### src/rtl/dual_issue_fetch_queue.sv
// Instruction fetch queue feeding the dual-issue decode stage: multi-lane push, 0..LANES pop,
// one-cycle flush, and NOP/LNOP padding so decode always sees legal encodings in empty slots.
module dual_issue_fetch_queue #(
   parameter int DEPTH  = 16,
   parameter int LANES  = 2,
   parameter int INST_W = 32,
   parameter int PC_W   = 15
) (
   input  logic                         clock,
   input  logic                         reset,
   input  logic                         flush,
   input  logic [$clog2(LANES+1)-1:0]   in_count,
   input  logic [LANES*INST_W-1:0]      in_inst,
   input  logic [PC_W-1:0]              in_pc,
   output logic                         in_ready,
   output logic [LANES*INST_W-1:0]      out_inst,
   output logic [PC_W-1:0]              out_pc,
   output logic [$clog2(LANES+1)-1:0]   out_count,
   input  logic [$clog2(LANES+1)-1:0]   pop_count,
   output logic [$clog2(DEPTH+1)-1:0]   count,
   output logic                         pop_err
);

   localparam int CW = $clog2(LANES+1);
   localparam int PW = $clog2(DEPTH);
   localparam int NW = $clog2(DEPTH+1);

   localparam logic [INST_W-1:0] NOP  = INST_W'(32'h4020_0000);
   localparam logic [INST_W-1:0] LNOP = INST_W'(32'h0020_0000);

   logic [INST_W-1:0] instMem [DEPTH];
   logic [PC_W-1:0]   pcMem   [DEPTH];

   logic [PW-1:0] head_q, head_d;
   logic [PW-1:0] tail_q, tail_d;
   logic [NW-1:0] count_q, count_d;
   logic          popErr_q, popErr_d;

   logic [CW-1:0] pushCount;
   logic [CW-1:0] popCount;
   logic [CW-1:0] outCount;
   logic          pushEn;
   logic [PW-1:0] wrIdx  [LANES];
   logic [PC_W-1:0] lanePc [LANES];

   // Occupancy-derived handshakes; in_ready deliberately ignores any same-cycle pop
   always_comb begin
      in_ready  = (count_q <= NW'(DEPTH - LANES));
      outCount  = (count_q >= NW'(LANES)) ? CW'(LANES) : CW'(count_q);
      pushCount = (in_count > CW'(LANES)) ? CW'(LANES) : in_count;
      pushEn    = in_ready && (pushCount != '0) && !flush;
      popCount  = (pop_count > outCount) ? outCount : pop_count;
      for (int k = 0; k < LANES; k++) begin
         wrIdx[k]  = tail_q + PW'(k);
         lanePc[k] = in_pc + PC_W'(4 * k);
      end
   end

   always_comb begin
      head_d   = head_q + PW'(popCount);
      tail_d   = tail_q + (pushEn ? PW'(pushCount) : '0);
      count_d  = count_q + (pushEn ? NW'(pushCount) : '0) - NW'(popCount);
      popErr_d = popErr_q | (pop_count > outCount);
      // Flush wins over everything, but the error flag survives it
      if (flush) begin
         head_d   = '0;
         tail_d   = '0;
         count_d  = '0;
         popErr_d = popErr_q;
      end
   end

   always_ff @(posedge clock or negedge reset) begin
      if (!reset) begin
         head_q   <= '0;
         tail_q   <= '0;
         count_q  <= '0;
         popErr_q <= 1'b0;
      end else begin
         head_q   <= head_d;
         tail_q   <= tail_d;
         count_q  <= count_d;
         popErr_q <= popErr_d;
      end
   end

   always_ff @(posedge clock) begin
      if (pushEn) begin
         for (int k = 0; k < LANES; k++) begin
            if (CW'(k) < pushCount) begin
               instMem[wrIdx[k]] <= in_inst[k*INST_W +: INST_W];
               pcMem[wrIdx[k]]   <= lanePc[k];
            end
         end
      end
   end

   // Issue slots beyond the held entries carry NOP on lane 0 and LNOP elsewhere
   always_comb begin
      out_inst = '0;
      for (int k = 0; k < LANES; k++) begin
         if (NW'(k) < count_q) begin
            out_inst[k*INST_W +: INST_W] = instMem[head_q + PW'(k)];
         end else begin
            out_inst[k*INST_W +: INST_W] = (k == 0) ? NOP : LNOP;
         end
      end
      out_pc    = (count_q != '0) ? pcMem[head_q] : '0;
      out_count = outCount;
      count     = count_q;
      pop_err   = popErr_q;
   end

endmodule
### config.mk
export PLATFORM = sky130hd
export DESIGN_NAME = dual_issue_fetch_queue
export DESIGN_NICKNAME = d
export VERILOG_FILES = /design/src/rtl/dual_issue_fetch_queue.sv
export SDC_FILE = /design/constraint.sdc
export NUM_CORES = 2
export LEC_CHECK = 0
export ABC_CLOCK_PERIOD_IN_PS = 10010
export CAP_MARGIN = 20
export CORE_MARGIN = 5
export CORE_UTILIZATION = 62
export CTS_BUF_LIST = sky130_fd_sc_hd__clkbuf_4
export CTS_CLUSTER_SIZE = 12
export DETAILED_ROUTE_END_ITERATION = 7
export PLACE_DENSITY_LB_ADDON = 0.15
export SLEW_MARGIN = 20
export SYNTH_ARGS = -nofsm -noshare
export SYNTH_HDL_FRONTEND = slang
export SYNTH_SLANG_ARGS = --single-unit
### constraint.sdc
create_clock -name clock -period 10.01 [get_ports clock]
set_input_delay 2.002 -clock clock [delete_from_list [all_inputs] [get_ports clock]]
set_output_delay 2.002 -clock clock [all_outputs]
set_load 0.05 [all_outputs]
==> results by group <==
Detailed routing
  – DRC: 0
  – Vias/cell: around 7
  – Final wirelength: 121.8 mm
  – Vias post-DR: 27514
  – Post-DRT Antenna Nets: 0
  – Post-detailed-route wirelength per cell: between 30 and 40 um
  – Detailed Route Iter0 Violations: 3142
  – 1st-pass router iterations: 6

Placed design
  – Hpwl dp: a little under 70 mm
  – Final GP Congestion: 0.8502
  – Post-place setup slack: around 3500 ps
  – IO Port Bufs: 173

Synth
  – Yosys warns: 0
  – Syn nets: between 2000 and 3000
  – Post-synthesis compound-gate area fraction: 3.646%
  – #FFs+latches synth: 766
  – Synth Cell Area: around 44000 sq um
  – Xor/xnor share of the synthesized area: 2.814%
  – Cells after synthesis: ~2700
  – Largest family of logic cells by synthesized area: multiplexers
  – Sequential fraction of the synthesis area: 52.62%
  – Post-synth top area cell: edfxtp_1
  – Synth top area cells: edfxtp_1 52%, mux4_2 16%, mux2_2 13%
  – Mux share of post-synthesis cell area: roughly a third
  – Simple-gate portion of the synthesized area: roughly 3.2%
  – Top_reg_cell synth: edfxtp_1
  – Syn avg cell area: 15.85 sq um
  – Synth Area in Adders: less than 1%
  – Netlist cell types: 51
  – Fraction of registers with async set or reset after synthesis: between 1.5 and 2%
  – Number of flops mapped to enable cells by yosys: roughly 750
  – Yosys top cell area share: 51.81%

Die
  – Initial Utilization: 62.34%
  – Core Region: between 60000 and 70000 sq um
  – Rows: just under 100
  – Die Y: approximately 280 um
  – IO Pins: roughly 170
  – Die area: between 70000 and 80000 sq um
  – Die Wd: 275.1 um

Clocking
  – H-tree levels: 4
  – Reg clk slew, reported paths: 60 ps
  – CTS Sinks: between 700 and 800
  – Clock Latency Late Sink: roughly 1100 ps
  – Clock Path Buffers: 3
  – CTS Buf Count: between 150 and 200
  – Root Driver: clkbuf_4
  – Post-CTS setup buffer count: 0
  – Cts repair resizes: 0
  – CTS tree: yes
  – # hold bufs at CTS: 0

STA
  – RSZ-0062 raised after global routing: false
  – Final Hold Viols: 0
  – Slew HR: 21.00%
  – Clock Skews: roughly 45 ps
  – Final setup violation count: 0
  – Pin slew with the least headroom to its limit: between 1000 and 1500 ps
  – Max Freq: roughly 140 MHz
  – Slack of the critical path: about 2600 ps
  – Tcrit/Tclk final: approximately 74%
  – Final Max Slew Viols: 0
  – TNS Setup: 0 ps
  – Post-route minimum period: between 7000 and 8000 ps

GRT
  – Gr usage total: roughly a third
  – Initial antenna violation count: 6
  – Vias in the first global route: 28772
  – Grt ovf: 0
  – First-pass GRT wire length: between 150 and 200 mm
  – Largest net degree at the start of global routing: 170

Critical path
  – CP max FO: 50
  – Critical Path Source Type: flip-flop
  – Crit end category: output port
  – Critical path class: reg -> out
  – CP arrival: between 5000 and 6000 ps
  – Crit Reg-Reg Endpoint: instMem[10][20]
  – Reg-to-reg slack, setup: between 4000 and 5000 ps
  – RR Startpoint: count[4]
  – Reg2Reg Depth: 8
  – Worst EP required: ~8000 ps

Hold path
  – Hold endpoint: pop_err
  – Hold depth: 1
  – Worst Min Path Start: pop_err
  – Hold WC Path Type: reg -> reg

Outcome
  – Status: finished, final reports clean

Finish
  – Fin nets: roughly 3000
  – Fill count: ~4700
  – Area grow syn2layout: 11.29%
  – Share of cells above drive strength 1: 41.05%

Power and ir drop
  – Int Power: ~7.3 mW
  – Logic pwr share: 44.6%
  – Sw Ratio: roughly two fifths
  – Leakage power: 15.16 nW
  – Net Switching: 4.542 mW
  – Clock Power Share: about a quarter
  – Share of power burned in registers: 31.7%
  – Peak supply drop: roughly 250 uV
  – PwrDens: about 240 nW/um^2

Run
  – Maxcap violations: 0
==> through the flow <==
| stage | cell area [sq um] | instances | utilization [%] | hold WS, ps | power (mW) |
|---|---|---|---|---|---|
| after CTS | 48400 | 3978 | 69.23 | 493.7 | 11.89 |
| after global placement | 45770 | 3628 | 65.47 | 459.0 | 9.028 |
| after detailed placement | 45800 | 3629 | 65.51 | 476.2 | 9.098 |
| final | 48500 | 3990 | 69.38 | 488.6 | 11.87 |
| after global routing | 48500 | 3989 | 69.38 | 521.8 | 12.36 |
| after floorplan | 43580 | 2749 | - | 608.6 | 7.604 |
==> metal layers <==
metal | vias to the layer above | wire length, um | global-route usage, % | part of all wire [%]
li1 | 11418 | - | - | -
met1 | 14086 | 45240 | 43.51 | 37
met2 | 1700 | 59970 | 52.71 | 49
met3 | 308 | 12650 | 7.117 | 10
met4 | 2 | 3923 | 11.48 | 3.2
met5 | - | 18 | 0 | 0.015
==> sequential cells by signal (all words and copies together), names as in the netlist <==
name and count:
pcMem 240, head_q 4, pop_err 1, count 5, tail_q 4, instMem 512
==> layout by cell type (no fill, tap or decap), types with 5 or more instances in the layout <==
| master | instances |
|---|---|
| xor2_1 | 16 |
| buf_4 | 68 |
| edfxtp_1 | 752 |
| nand4_1 | 20 |
| and2_1 | 5 |
| mux4_2 | 311 |
| a2111oi_4 | 16 |
| mux2i_1 | 156 |
| mux2_1 | 23 |
| clkinv_1 | 49 |
| o21ai_0 | 5 |
| inv_1 | 15 |
| ha_1 | 17 |
| nor2_1 | 86 |
| nand2_1 | 42 |
| xnor2_1 | 121 |
| bufinv_16 | 8 |
| o22ai_1 | 73 |
| mux2_2 | 509 |
| o21bai_4 | 12 |
| dfrtp_1 | 11 |
| nor2b_1 | 13 |
| clkbuf_4 | 284 |
| a22oi_1 | 6 |
| nand3_1 | 84 |
| nand2b_1 | 7 |
| a21oi_1 | 87 |
| diode_2 | 10 |
| clkdlybuf4s50_1 | 173 |
==> cells in the mapped netlist (2+ instances only) <==
master     number
mux2_2        509
fa_1            4
a211oi_1        2
and2_1          9
nand4_1        20
buf_4          31
a22oi_1         6
xnor2_1       123
and3_1          2
xor2_1         17
o211ai_1        3
clkbuf_1      152
or3_1           3
nor4_1          2
o22ai_1        73
o21bai_1       13
or2_2           2
nand4bb_1       2
a2111oi_4      16
inv_1          15
a21o_1          2
nor3_1          4
dfrtp_1        14
o21ai_0         9
buf_2          73
nor2b_1        13
buf_6          20
edfxtp_1      752
ha_1           18
mux2i_1       156
buf_1          28
nand2b_1        7
a21oi_1        87
mux2_1         23
nand2_1        43
nor2_1         88
nand3_1        84
mux4_2        311
==> worst max-delay path: stages (launching register included) <==
cell	delay, ps
dfrtp_4	960
buf_4	670
buf_4	770
nor2_1	190
a22oi_1	280
a22oi_1	120
o211ai_1	390
clkdlybuf4s50_1	900
==> worst max-delay path by stage <==
stage / from / endpoint / slack [ps] / cells after the start
global route: head_q[1] / out_pc[1] / 2400 / 7
detailed placement: in_count[1] / instMem[10][28] / 3460 / 7
global placement: in_count[1] / instMem[10][27] / 3510 / 7
CTS: head_q[1] / out_pc[2] / 2620 / 7
finish: head_q[1] / out_pc[2] / 2600 / 7
floorplan: count[4] / instMem[0][0] / 3110 / 11
==> kinds of logic after synthesis <==
family / Yosys count
AOI/OAI and AO/OA: 213
xor gates and xnor gates: 140
adders and majority gates: 22
buffers and inverters: 320
DFF: 766
muxes: 999
and+or+nand+nor: 289
==> final cells by class <==
class                           count  area, sq um  share of cell area (%)
Clock inverter                     65        470.5                  0.9699
Timing Repair Buffer              246         2356                   4.857
Clock buffer                      284         2132                   4.396
Sequential cell                   766        22940                   47.30
Multi-Input combinational cell   1663        19340                   39.88
Tap cell                          940         1176                   2.425
Inverter                           16        60.06                  0.1238
Antenna cell                       10        25.02                 0.05159
==> power groups by stage <==
stage	sequential (mW)	clock, mW	combinational [mW]
final	3.77	2.81	5.29
after CTS	3.80	2.85	5.25
after detailed placement	3.86	0	5.23
after global placement	3.86	0	5.17
after global routing	3.78	3.03	5.55
after floorplan	3.77	0	3.84
No activity file was read; power rests on OpenSTA's default activity.
